===== config.mk =====
export PLATFORM = sky130hd
export DESIGN_NAME = counter_monitor
export DESIGN_NICKNAME = d
export VERILOG_FILES = /design/src/rtl/counter_monitor.sv
export SDC_FILE = /design/constraint.sdc
export NUM_CORES = 1
export LEC_CHECK = 0
export BUFFER_PORTS_ARGS = -buffer_cell sky130_fd_sc_hd__clkbuf_2
export CORE_UTILIZATION = 40
export DETAILED_ROUTE_END_ITERATION = 10
export SETUP_SLACK_MARGIN = 0.1
export SYNTH_ARGS = -nofsm -noshare
export SYNTH_HDL_FRONTEND = slang
export SYNTH_SLANG_ARGS = --single-unit
export TNS_END_PERCENT = 10

===== constraint.sdc =====
create_clock -name clk -period 3.3 [get_ports clk]
set_clock_uncertainty 0.15 [all_clocks]
set_input_delay 0.66 -clock clk [delete_from_list [all_inputs] [get_ports clk]]
set_output_delay 0.66 -clock clk [all_outputs]
set_load 0.005 [all_outputs]

===== src/rtl/counter_monitor.sv =====
// Sequence monitor for a free-running counter bus: checks START after reset, then +1 steps,
// and reports lock, one-cycle error pulses with expected/observed values, and saturating counters.
module counter_monitor #(
  parameter int WIDTH    = 4,
  parameter int START    = 0,
  parameter int LOCK_LEN = 2,
  parameter int CW       = 8
) (
  input  logic             clk,
  input  logic             rst,
  input  logic [WIDTH-1:0] a,
  output logic             locked,
  output logic             err,
  output logic [CW-1:0]    err_count,
  output logic [CW-1:0]    wrap_count,
  output logic [WIDTH-1:0] exp_val,
  output logic [WIDTH-1:0] bad_val
);

  localparam int               GW      = $clog2(LOCK_LEN + 1);
  localparam logic [WIDTH-1:0] START_V = WIDTH'(START);
  localparam logic [GW-1:0]    LOCK_V  = GW'(LOCK_LEN);

  typedef enum logic [1:0] {IDLE, TRACK, SYNC} state_t;

  state_t           state_q, state_d;
  logic [WIDTH-1:0] prev_q, prev_d;
  logic [GW-1:0]    good_q, good_d;
  logic             locked_q, locked_d;
  logic             err_q, err_d;
  logic [CW-1:0]    ec_q, ec_d;
  logic [CW-1:0]    wc_q, wc_d;
  logic [WIDTH-1:0] exp_q, exp_d;
  logic [WIDTH-1:0] bad_q, bad_d;

  logic [WIDTH-1:0] nxt;
  logic [GW-1:0]    good_inc;
  logic             hit, relock;

  assign nxt      = prev_q + WIDTH'(1);
  assign hit      = (a == nxt);
  assign good_inc = good_q + GW'(1);
  assign relock   = hit && (good_inc == LOCK_V);

  always_ff @(posedge clk) begin
    if (rst) begin
      state_q  <= IDLE;
      prev_q   <= '0;
      good_q   <= '0;
      locked_q <= 1'b0;
      err_q    <= 1'b0;
      ec_q     <= '0;
      wc_q     <= '0;
      exp_q    <= '0;
      bad_q    <= '0;
    end else begin
      state_q  <= state_d;
      prev_q   <= prev_d;
      good_q   <= good_d;
      locked_q <= locked_d;
      err_q    <= err_d;
      ec_q     <= ec_d;
      wc_q     <= wc_d;
      exp_q    <= exp_d;
      bad_q    <= bad_d;
    end
  end

  always_comb begin
    state_d = state_q;
    case (state_q)
      IDLE:    state_d = (a == START_V) ? TRACK : SYNC;
      TRACK:   if (!hit) state_d = SYNC;
      SYNC:    if (relock) state_d = TRACK;
      default: state_d = IDLE;
    endcase
  end

  always_comb begin
    prev_d   = a;
    good_d   = good_q;
    locked_d = locked_q;
    err_d    = 1'b0;
    wc_d     = wc_q;
    exp_d    = exp_q;
    bad_d    = bad_q;
    case (state_q)
      IDLE: begin
        if (a == START_V) begin
          locked_d = 1'b1;
        end else begin
          err_d  = 1'b1;
          exp_d  = START_V;
          bad_d  = a;
          good_d = '0;
        end
      end
      TRACK: begin
        // a hit from all-ones can only be a wrap to zero
        if (hit) begin
          if (prev_q == '1 && wc_q != '1) wc_d = wc_q + CW'(1);
        end else begin
          err_d    = 1'b1;
          exp_d    = nxt;
          bad_d    = a;
          locked_d = 1'b0;
          good_d   = '0;
        end
      end
      SYNC: begin
        if (relock) begin
          locked_d = 1'b1;
          good_d   = '0;
        end else if (hit) begin
          good_d = good_inc;
        end else begin
          good_d = '0;
        end
      end
      default: good_d = '0;
    endcase
    ec_d = (err_d && ec_q != '1) ? ec_q + CW'(1) : ec_q;
  end

  assign locked     = locked_q;
  assign err        = err_q;
  assign err_count  = ec_q;
  assign wrap_count = wc_q;
  assign exp_val    = exp_q;
  assign bad_val    = bad_q;

endmodule

# [After elaboration in Yosys (flattened, before gate mapping)]
# Cells that the tools add are included.
[totals] in_bits=6 output_inout_bits=26 wordCells=58 reg_bits=34
[op_classes] reduce_logical=12 n_eq_ne=11 n_mux=22 n_addsub=4
[op_table] cell="$add 8x1->8 const B" n=2
[op_table] cell="$mux 4" n=4
[op_table] cell="$ne 8x8->1 const B" n=2
[op_table] cell="$pmux 4 s2" n=2
[op_table] cell="$mux 2" n=7
[op_table] cell="$pmux 2 s3" n=2
[op_table] cell="$ne 2x2->1 const B" n=4
[op_table] cell="$reduce_and 3->1" n=2
[op_table] cell="$mux 1" n=5
[op_table] cell="$add 4x1->4 const B" n=1
[op_table] cell="$eq 2x2->1 const B" n=2
[op_table] cell="$eq 4x4->1" n=1
[op_table] cell="$eq 4x4->1 const B" n=1
[op_table] cell="$logic_not 4->1" n=1
[op_table] cell="$reduce_and 2->1" n=2
[op_table] cell="$reduce_and 4->1" n=1
[op_table] cell="$logic_and 1x1->1" n=3
[op_table] cell="$pmux 1 s3" n=1
[op_table] cell="$reduce_bool 3->1" n=1
[op_table] cell="$add 2x1->2 const B" n=1
[op_table] cell="$eq 2x1->1 const B" n=1
[op_table] cell="$logic_not 2->1" n=1
[op_table] cell="$pmux 1 s2" n=1
[op_table] cell="$reduce_bool 2->1" n=1

# [Logic depth before layout (Yosys ltp)]
[depth] word_depth=5 ltp_mapped=7 ltp_nobuf=6

# [Worst setup path before layout]
# No wires, ideal clock.
[synth_path] kind="input to register" startpoint="input port a[2]" endpoint="register wc_q[7], in the netlist wrap_count[7]" setup_ns=0.121 stages=5 setup_slack_ns=1.002 t_arrival_ns=2.028 cell_sequence="xnor3_1 nand3_2 nor4_4 nor2b_1 mux2_2"
[synth_between] elab_chain_cells=2
[synth_rtl] item="from (decl)" line_no="11" text="input logic [WIDTH-1:0] a,"
[synth_rtl] item="$eq 4x4->1" line_no="41" text="assign hit = (a == nxt);"
[synth_rtl] item="$reduce_and 3->1 (no source line)"
[synth_rtl] item="to (signal assigned)" line_no="63" text="wc_q <= wc_d;"
[synth_rtl] item="to (decl)" line_no="32" text="logic [CW-1:0] wc_q, wc_d;"
# No other way between the ends.
# A chain may end at the register's enable or synchronous reset.

# [Worst setup path after layout]
[layout_path] startpoint="register prev_q[0]" endpoint="register ec_q[5], in the netlist err_count[5]"
[layout_between] elab_chain_cells=5
[layout_rtl] item="from (decl)" line_no="27" text="logic [WIDTH-1:0] prev_q, prev_d;"
[layout_rtl] item="from (signal assigned)" line_no="58" text="prev_q <= prev_d;"
[layout_rtl] item="$add 4x1->4" line_no="40" text="assign nxt = prev_q + WIDTH'(1);"
[layout_rtl] item="$eq 4x4->1" line_no="41"
[layout_rtl] item="$mux 1" line_no="100" text="if (hit) begin"
[layout_rtl] item="$pmux 1 s2" line_no="87" text="case (state_q)"
[layout_rtl] item="$logic_and 1x1->1" line_no="122" text="ec_d = (err_d && ec_q != '1) ? ec_q + CW'(1) : ec_q;"
[layout_rtl] item="to (signal assigned)" line_no="52" text="ec_q <= '0;"
[layout_rtl] item="to (signal assigned)" line_no="62" text="ec_q <= ec_d;"
[layout_rtl] item="to (decl)" line_no="31" text="logic [CW-1:0] ec_q, ec_d;"
# No other way between the ends.

==> reports/summary.log <==
INFO  synthesis      synth-adder-area-share=3.008%
INFO  floorplanning  chipHeight=66.50um
INFO  cts            cts_root_buffer=clkbuf_8
INFO  power_and_ir_drop total_power=0.0008914W
INFO  layout         drive_above_1_share=24.04%
INFO  global_route   gr-total-overflow=0
INFO  synthesis      syn-num-nets=185
INFO  cts            numClockSinks=34
INFO  sta            timing.setup.tns=0ns
INFO  synthesis      yosys.area_share.xor_xnor=8.722%
INFO  layout         register_area=680.7squm
INFO  sta            number_of_endpoints_failing_setup_at_the_final_stage=0
INFO  synthesis      synthSimpleGateAreaFrac=26.47%
INFO  synthesis      muxShareOfSynthArea=5.038%
INFO  floorplanning  fp-row-count=23
INFO  sta            fmax=0.3859GHz
INFO  layout         multi_input_comb_area=933.4squm
INFO  routing        drcViolationCount=0
INFO  layout         areaGrowthSynthToFinish=18.20%
INFO  job            maxCapViolCount=0
INFO  placed_design  dp_hpwl=2.505mm
INFO  routing        wl_per_cell=13.72um
INFO  synthesis      yosysTopAreaCellShare=40.90%
INFO  synthesis      synthArstFlopShare=0%
INFO  global_route   pin_count_of_the_biggest_net_entering_global_routing=25
INFO  placed_design  gp_congestion=0.7719
INFO  cts            cts_hold_buffers=0
INFO  synthesis      netlist_area=1664squm
INFO  critical_path  critical_path.max_stage_delay=0.71ns
INFO  critical_path  worst_ep_arrival_time=2.62ns
INFO  routing        post_drt_antenna_nets=0
INFO  routing        vias=1368
INFO  synthesis      synth_largest_area_cell=dfxtp_1
INFO  sta            finalCriticalPeriod=2.591ns
INFO  layout         design.final.nets=217
INFO  synthesis      number_of_synthesized_flops_with_an_enable_pin=0
INFO  global_route   total_routing_usage_gr=17.03%
INFO  synthesis      yosys_warnings=0
INFO  synthesis      postSynth.topFlopCell=dfxtp_1
INFO  hold_path      min_path_type=flop to flop
INFO  critical_path  critPathTopFamily=compound AO/OA/AOI/OAI gates
INFO  sta            max-slew-margin-rel=52.84%
INFO  synthesis      dominant_combinational_cell_family_by_area_after_synthesis=simple AND/OR/NAND/NOR gates
INFO  floorplanning  ios=32
INFO  sta            timing.final.crit_share=78.53%
INFO  cts            post_cts_buffers=0
INFO  floorplanning  initial_utilization=41.60%
INFO  global_route   grt_first_pass_wirelength=5.582mm
INFO  synthesis      synth_compound_area_share=12.86%
INFO  routing        avgViaCountPerCell=5.302
INFO  critical_path  crit_required=3.33ns
INFO  global_route   antenna_found_initial=0
INFO  status         run_status=finished, final reports clean
INFO  cts            cts-buffers-inserted=5
INFO  placed_design  buffer_ports.inserted=31
INFO  floorplanning  fp.dieArea=4422squm
INFO  global_route   vias_in_the_first_global_route=1240
INFO  synthesis      synth_seq_cells=34
INFO  synthesis      postSynthAreaPerCell=9.509squm
INFO  critical_path  critical_path_class=flop to flop
INFO  sta            timing.final.max_slew_violations=0
INFO  routing        drt_first_iter_violations=72
INFO  floorplanning  core_area=4000squm
INFO  layout         fillers=390
INFO  cts            cts.clk_slew.worst_paths=0.08ns
INFO  critical_path  critical_path_peak_fanout=13
INFO  critical_path  crit_buf_inv=0
INFO  cts            clock_latency_on_the_worst_skew_pair=0.29ns
INFO  sta            finalHoldViolations=0
INFO  floorplanning  fp.dieW=66.50um
INFO  synthesis      yosys.cell_types.count=44
INFO  cts            cts_repair_resize_count=0
INFO  layout         num_antenna_cells=0
INFO  power_and_ir_drop ir_drop=0.1431mV
INFO  synthesis      seq_area_frac_synth=40.90%
INFO  sta            grt_setup_unrepaired=false
INFO  routing        drtPass1Iterations=4
INFO  cts            clock_tree_from_tritoncts=yes
INFO  critical_path  cp_cell_sequence=ha_1 > xnor3_1 > nand3_2 > a311oi_2 > nor3_1 > mux2_2
INFO  power_and_ir_drop power.static_leakage=0.7902nW
INFO  cts            clk_path_buf_depth=2
INFO  routing        routed_wire_length=3.539mm
INFO  critical_path  worst_setup_path_end_kind=flop
INFO  critical_path  worst_path_max_delay_cell=a311oi_2
INFO  sta            worst_slew_pin_slew=0.7075ns
INFO  synthesis      synth_cells=175
INFO  power_and_ir_drop power-per-cell-area=453.2nW/um^2
INFO  synthesis      biggest_area_contributors_in_the_synthesized_netlist=dfxtp_1 41%, nor2_1 4.1%, xnor2_1 3.7%
INFO  cts            h-tree-depth=2
INFO  critical_path  critPathLaunchType=flop
[synthesized netlist by cell type (2+ instances only)]
master and number:
mux2_2 3, dfxtp_1 34, xnor2_1 7, and3_1 3
nand4_1 4, mux2i_1 5, a21oi_1 10, nand2_1 4
xor2_1 2, or4_1 2, nor2_1 18, clkbuf_1 5
o32ai_1 4, or3_1 6, ha_1 4, o31ai_1 4
and2_1 2, nor4_1 2, nor2b_1 9, nand3_2 2
o21ai_0 5, nand2b_1 4, nand3_1 7, and4b_1 2
nor3_1 4, inv_1 5
[stage by stage]
step                      setup WS (ns)  util [%]  instance area (sq um)  cells  hold WS [ns]
final                            0.7087     49.17                   1967    258        0.3408
after global routing             0.5296     49.17                   1967    258        0.3742
after CTS                        0.6794     49.17                   1967    258        0.3468
after detailed placement         0.4503     46.45                   1858    250        0.3359
after global placement           0.5708     46.45                   1858    250        0.3164
after floorplan                   1.002         -                   1664    175        0.3209
[power by group]
group	total, W	switching [W]	leakage [nW]	internal (W)
sequential	0.000431	0.0000104	0.277	0.000421
clock	0.000380	0.000158	0.0579	0.000222
combinational	0.0000797	0.0000468	0.455	0.0000329
total	0.000891	0.000215	0.790	0.000676
[flip-flops by register name, indices dropped and copies added (netlist names)]
| name | count |
|---|---|
| bad_val | 4 |
| err | 1 |
| err_count | 8 |
| exp_val | 4 |
| good_q | 2 |
| locked | 1 |
| prev_q | 4 |
| state_q | 2 |
| wrap_count | 8 |
[routing by layer]
layer / track usage (%) / part of all wire (%)
met3: 5.308 / 3.6
met4: 8.511 / 2.1
met2: 26.40 / 46
met1: 21.13 / 48
met5: 0 / 0
[worst paths after layout]
kind                   start           end  slack [ns]  depth (start not counted)
setup / recovery   prev_q[0]  err_count[5]        0.71                          6
hold / removal    exp_val[1]    exp_val[1]        0.34                          2
setup reg to reg   prev_q[0]  err_count[5]        0.71                          6
hold reg to reg   exp_val[1]    exp_val[1]        0.34                          2
[cell usage in the layout (no fill, tap or decap), drive strengths merged, types with 4 or more instances in the layout]
cell type	netlist	routed
inv	5	5
nor2	19	19
ha	4	4
xnor2	8	8
o21ai	5	5
nand3	9	9
nand2	4	4
nand4	4	4
nand2b	4	4
a21oi	10	10
nor2b	9	9
clkbuf	5	36
dfxtp	34	34
mux2i	5	5
nor3	4	4
o31ai	4	4
or3	6	6
o32ai	4	4
[area by class of cell]
class	count	area share [%]
Inverter	5	0.9542
Clock buffer	5	3.499
Multi-Input combinational cell	129	47.46
Tap cell	50	3.181
Clock inverter	3	2.036
Timing Repair Buffer	32	8.270
Sequential cell	34	34.61
[kinds of logic (layout without fill, tap and decap cells)]
| family | count (synthesis) | in the layout |
|---|---|---|
| AND/OR/NAND/NOR | 74 | 74 |
| flip-flops | 34 | 34 |
| buffers and inverters | 12 | 45 |
| adder cells (fa/ha/maj) | 4 | 4 |
| multiplexers | 8 | 8 |
| XOR/XNOR | 12 | 12 |
| AO/OA/AOI/OAI | 31 | 31 |
[worst register-to-register path, delay by kind of cell (launching register included)]
| family | cells | cell delay (ns) |
|---|---|---|
| AOI/OAI and AO/OA | 1 | 0.71 |
| DFF | 1 | 0.43 |
| and+or+nand+nor | 2 | 0.36 |
| muxes | 1 | 0.31 |
| adders and majority gates | 1 | 0.28 |
| xor gates and xnor gates | 1 | 0.25 |
(Power assumes the default switching activity.)
